## src/rtl/pf_lanectrl_pause_sync_mc.sv

```systemverilog
// Multi-lane HS_IO_CLK_PAUSE synchroniser / stretcher.
// Each lane resynchronises an asynchronous pause request into CLK. It then
// stretches the request to a minimum width and enforces a minimum low gap
// between pauses. A request that arrives during that gap is remembered and
// turned into exactly one further pause. The output can optionally be
// retimed on the falling CLK edge.
module pf_lanectrl_pause_sync_mc #(
    parameter int NUM_LANES        = 4,
    parameter int SYNC_STAGES      = 2,
    parameter int MIN_PAUSE_CYCLES = 3,
    parameter int HOLDOFF_CYCLES   = 2,
    parameter bit OUT_NEG_EDGE     = 1'b0
) (
    input  logic                 CLK,
    input  logic                 RESET,
    input  logic [NUM_LANES-1:0] HS_IO_CLK_PAUSE,
    output logic [NUM_LANES-1:0] HS_IO_CLK_PAUSE_SYNC,
    output logic                 PAUSE_ACTIVE_ANY
);

    typedef enum logic [1:0] {
        ST_IDLE    = 2'd0,
        ST_PAUSE   = 2'd1,
        ST_HOLDOFF = 2'd2
    } state_t;

    // Counter reload values. The counter counts down to 0, so a reload of N-1
    // gives N cycles.
    localparam logic [3:0] MIN_RELOAD  = 4'(MIN_PAUSE_CYCLES - 1);
    localparam logic [3:0] HOLD_RELOAD = 4'((HOLDOFF_CYCLES > 0) ? HOLDOFF_CYCLES - 1 : 0);
    localparam bit         HAS_HOLDOFF = (HOLDOFF_CYCLES > 0);

    // Reject illegal builds at elaboration time.
    if (NUM_LANES < 1 || NUM_LANES > 16) begin : g_bad_num_lanes
        $error("NUM_LANES must be 1..16");
    end
    if (SYNC_STAGES < 0 || SYNC_STAGES > 4) begin : g_bad_sync_stages
        $error("SYNC_STAGES must be 0..4");
    end
    if (MIN_PAUSE_CYCLES < 1 || MIN_PAUSE_CYCLES > 15) begin : g_bad_min_pause
        $error("MIN_PAUSE_CYCLES must be 1..15");
    end
    if (HOLDOFF_CYCLES < 0 || HOLDOFF_CYCLES > 15) begin : g_bad_holdoff
        $error("HOLDOFF_CYCLES must be 0..15");
    end

    logic [NUM_LANES-1:0] req_sync;   // synchronised request seen by the FSMs
    logic [NUM_LANES-1:0] out_vec;    // posedge output registers of all lanes

    if (SYNC_STAGES == 0) begin : g_no_sync
        assign req_sync = HS_IO_CLK_PAUSE;
    end else begin : g_sync
        logic [NUM_LANES-1:0] sync_q [SYNC_STAGES];

        // Metastability chain: the request is shifted one stage per rising edge.
        // NOTE: state registers use non-blocking assignments. Every flop then
        // samples the value from before the edge, so the chain shifts by one
        // stage per clock instead of collapsing into a single flop.
        always_ff @(posedge CLK or posedge RESET) begin
            if (RESET) begin
                for (int i = 0; i < SYNC_STAGES; i++) sync_q[i] <= '0;
            end else begin
                sync_q[0] <= HS_IO_CLK_PAUSE;
                for (int i = 1; i < SYNC_STAGES; i++) sync_q[i] <= sync_q[i-1];
            end
        end

        assign req_sync = sync_q[SYNC_STAGES-1];
    end

    for (genvar l = 0; l < NUM_LANES; l++) begin : g_lane
        state_t     state_q, state_d;
        logic [3:0] cnt_q, cnt_d;
        logic       pnd_q, pnd_d;
        logic       out_q, out_d;

        // Per-lane state, counter, pending flag and output register.
        always_ff @(posedge CLK or posedge RESET) begin
            if (RESET) begin
                state_q <= ST_IDLE;
                cnt_q   <= '0;
                pnd_q   <= 1'b0;
                out_q   <= 1'b0;
            end else begin
                state_q <= state_d;
                cnt_q   <= cnt_d;
                pnd_q   <= pnd_d;
                out_q   <= out_d;
            end
        end

        // Next state: stretch to the minimum width, then hold off. A request
        // seen during hold-off is latched in pnd so that it starts one more pause.
        // NOTE: every signal is given its hold value first. Branches that do
        // not assign a signal then cannot leave it unassigned and infer a latch.
        always_comb begin
            state_d = state_q;
            cnt_d   = cnt_q;
            pnd_d   = pnd_q;
            out_d   = out_q;
            unique case (state_q)
                ST_IDLE: begin
                    out_d = 1'b0;
                    if (req_sync[l]) begin
                        state_d = ST_PAUSE;
                        out_d   = 1'b1;
                        cnt_d   = MIN_RELOAD;
                    end
                end
                ST_PAUSE: begin
                    out_d = 1'b1;
                    if (cnt_q != 4'd0) begin
                        cnt_d = cnt_q - 4'd1;
                    end else if (!req_sync[l]) begin
                        out_d = 1'b0;
                        if (HAS_HOLDOFF) begin
                            state_d = ST_HOLDOFF;
                            cnt_d   = HOLD_RELOAD;
                            pnd_d   = 1'b0;
                        end else begin
                            state_d = ST_IDLE;
                        end
                    end
                end
                ST_HOLDOFF: begin
                    out_d = 1'b0;
                    if (req_sync[l]) pnd_d = 1'b1;
                    if (cnt_q != 4'd0) begin
                        cnt_d = cnt_q - 4'd1;
                    end else if (pnd_q || req_sync[l]) begin
                        state_d = ST_PAUSE;
                        out_d   = 1'b1;
                        cnt_d   = MIN_RELOAD;
                        pnd_d   = 1'b0;
                    end else begin
                        state_d = ST_IDLE;
                        pnd_d   = 1'b0;
                    end
                end
                default: begin
                    state_d = ST_IDLE;
                    out_d   = 1'b0;
                    pnd_d   = 1'b0;
                end
            endcase
        end

        assign out_vec[l] = out_q;
    end

    if (OUT_NEG_EDGE) begin : g_neg_out
        logic [NUM_LANES-1:0] out_n;

        // Retime the outputs half a cycle later, on the falling edge.
        always_ff @(negedge CLK or posedge RESET) begin
            if (RESET) out_n <= '0;
            else       out_n <= out_vec;
        end

        assign HS_IO_CLK_PAUSE_SYNC = out_n;
    end else begin : g_pos_out
        assign HS_IO_CLK_PAUSE_SYNC = out_vec;
    end

    assign PAUSE_ACTIVE_ANY = |HS_IO_CLK_PAUSE_SYNC;

endmodule
```

## config.mk

```make
export PLATFORM = sky130hd
export DESIGN_NAME = pf_lanectrl_pause_sync_mc
export DESIGN_NICKNAME = d
export VERILOG_FILES = /design/src/rtl/pf_lanectrl_pause_sync_mc.sv
export SDC_FILE = /design/constraint.sdc
export NUM_CORES = 1
export LEC_CHECK = 0
export CAP_MARGIN = 0
export CORE_UTILIZATION = 35
export CTS_CLUSTER_SIZE = 30
export DETAILED_ROUTE_END_ITERATION = 16
export PLACE_DENSITY_LB_ADDON = 0.12
export SLEW_MARGIN = 10
export SYNTH_ARGS = -nofsm -noshare
export SYNTH_HDL_FRONTEND = slang
export SYNTH_SLANG_ARGS = --single-unit
```

## constraint.sdc

```tcl
create_clock -name CLK -period 1.6 [get_ports CLK]
set_input_delay 0.4 -clock CLK [delete_from_list [all_inputs] [get_ports CLK]]
set_output_delay 0.4 -clock CLK [all_outputs]
set_load 0.005 [all_outputs]
```

==> metrics.cfg <==
[floorplan]
start_util=0.365
io_pins=11
num_rows=30
dieArea_um2=7470
die_h_um=86.4
coreArea_um2=6830
die_w_um=86.4

[global_route]
grt_pass1_wl_um=9430
track_usage=0.160
grt_overflow=0
grt_pass1_vias=2047
antenna_found_initial=0
grt_max_degree=41

[drt]
routed_wl_um=5490
ant_nets=0
wl_per_cell_um=12.7
route.detailed.drc=0
via_per_inst=5.05
vias=2181
drt-pass1-iter-count=4
first_iter_violations=54

[timing]
worst_pin_slew_ns=0.317
hold_violations=0
finalCritPeriodShare=1.07
clock_skew_ns=0.00900
rsz0062_at_grt=true
slew_violations=0
setup_viol=5
fin_crit_ns=1.71
max-slew-margin-rel=0.788
tns_ns=-0.265
max_freq_mhz=586
worst_slack_ns=-0.107

[run_status]
violations=negative setup slack
outcome=complete, but fails checks

[synthesis]
synth_fp_nets=297
yosysTopAreaCellShare=0.401
avgSynthCellArea_um2=9.14
yosys-top-cells-area=dfrtp_1, ha_1, o21ai_0
yosys.area.top_type=dfrtp_1
synthFlopType=dfrtp_1
async_flop_share=1.00
ys_warn_count=0
synth_area_um2=2490
ys_seq_area_frac=0.401
syn-instance-count=273
synth-edff-count=0
synth_seq_cells=40
synth_cell_types=48

[setup_path]
critPathMaxStageDelay_ns=0.50
cpMaxStageDelayCell=or4_1
r2r_setup_slack_ns=-0.08
crit_type=reg2out
endpoint_kind=output port
r2r_cells=6
worstReg2RegStart=g_lane[3].cnt_q[1]
r2r_end=g_lane[3].cnt_q[0]
crit_fanout=2
worstPathRequired_ns=1.20
start_kind=register
arrival_ns=1.31
path_cells=or4_1, buf_2

[cells_and_area]
nNetsFinal=359
drive_above_1_share=0.363
nFillCells=644
final_common_cell=buf_4
syn2layout_area_growth_pct=37.5
final_core_util=0.502
diodes=0
final_cell_mix=buf_4, dfrtp_1, nand2_1

[clock_tree]
root_buffer=clkbuf_8
htreeDepth=2
cts.path.max_buffers=2
cts.sinks=40
clkLatencyLatePin_ns=0.30
cts_buffers=5
cts_tree=built
clk_pin_slew_ns=0.09

[hold_path]
holdPathStages=0
holdPathEnd=req_sync[1]
min-delay-path-class=reg2reg
min_from=g_sync.sync_q[5]

[pwr]
ir_drop_uv=794
total_power_mw=6.75
p_leak_nw=1.52
cellPowerDensity_nw_per_um2=1970

[placement]
post-dp-hpwl_um=3830
portBuffers=10
globalplace.congestion=0.755

[flow_run]
max-cap-violations=0

[cell families after synthesis]
family | share of synthesized area
AOI/OAI and AO/OA | 0.263
and+or+nand+nor | 0.178
muxes | 0.00451
buffers and inverters | 0.0637
DFF | 0.401
adders and majority gates | 0.0903
[how the worst max path moves through the flow]
stage	slack (ns)	startpoint	cells after the start	to
after floorplan	-0.12	g_lane[3].cnt_q[0]	7	g_lane[3].cnt_q[0]
after global placement	-0.10	g_lane[3].cnt_q[1]	6	g_lane[3].cnt_q[0]
after detailed placement	-0.11	g_lane[3].cnt_q[1]	6	g_lane[3].cnt_q[0]
after CTS	-0.13	g_lane[1].out_q	2	PAUSE_ACTIVE_ANY
after global routing	-0.15	g_lane[1].out_q	2	PAUSE_ACTIVE_ANY
final	-0.11	g_lane[1].out_q	2	PAUSE_ACTIVE_ANY
[through the flow]
| step | hold WS (ns) | setup slack [ns] | area (um^2) | std cells |
|---|---|---|---|---|
| after floorplan | 0.331 | -0.118 | 2540 | 273 |
| after global placement | 0.332 | -0.103 | 3080 | 417 |
| after detailed placement | 0.336 | -0.109 | 3080 | 417 |
| after CTS | 0.350 | -0.127 | 3250 | 425 |
| after global routing | 0.358 | -0.148 | 3430 | 432 |
| final | 0.346 | -0.107 | 3430 | 432 |
[per-layer routing]
metal | vias up | GRT usage | wire, um
met4 | 0 | 0.0500 | 69
met2 | 29 | 0.256 | 2540
li1 | 1101 | - | -
met5 | - | 0 | 0
met3 | 7 | 0.0286 | 134
met1 | 1044 | 0.219 | 2750
[critical path, delay by kind of cell, from the launching register on]
| family | cells | cell delay [ns] |
|---|---|---|
| simple gates | 1 | 0.50 |
| buf+inv | 1 | 0.14 |
| flops | 1 | 0.38 |
[area by class of cell]
cell class / count / area (um^2) / share of cell area
clock buffer: 6 / 82.6 / 0.0241
clock inverter: 2 / 38.8 / 0.0113
inverter: 15 / 56.3 / 0.0164
multi-input combinational: 201 / 1540 / 0.448
sequential: 40 / 1000 / 0.292
tap: 96 / 120 / 0.0350
timing repair buffer: 72 / 594 / 0.173
[Yosys cell counts, types with 5 or more instances]
| library cell | number |
|---|---|
| a21oi_1 | 20 |
| nand2_1 | 19 |
| nor3_1 | 11 |
| nor2_1 | 18 |
| a32o_1 | 5 |
| buf_4 | 5 |
| dfrtp_1 | 40 |
| nand2b_1 | 7 |
| nor2b_1 | 5 |
| clkbuf_1 | 6 |
| o21ai_0 | 26 |
| o21ai_1 | 8 |
| ha_1 | 18 |
| inv_1 | 15 |
| o21a_1 | 6 |
[flip-flops by register name, summed over array words and instances (netlist names)]
name and flops:
g_lane.cnt_q 16, g_sync.sync_q 4, g_lane.out_q 4, req_sync 4, g_lane.state_q 8, g_lane.pnd_q 4
[report_power, final]
group          switching (mW)  total, mW  internal (mW)
Clock                   0.391      0.901          0.511
Combinational            2.12       4.34           2.23
Sequential              0.217       1.51           1.29
Total                    2.72       6.75           4.03
[timing repair]
| item | in CTS | in global routing |
|---|---|---|
| hold endpoints to repair | 0 | 0 |
| hold buffers | 0 | 0 |
| endpoints found under the setup margin | 17 | 27 |
| buffers inserted | 0 | 8 |
| resized for setup | 22 | 38 |
| pin swaps | 3 | 19 |
Power figures use the tool's default switching activity.
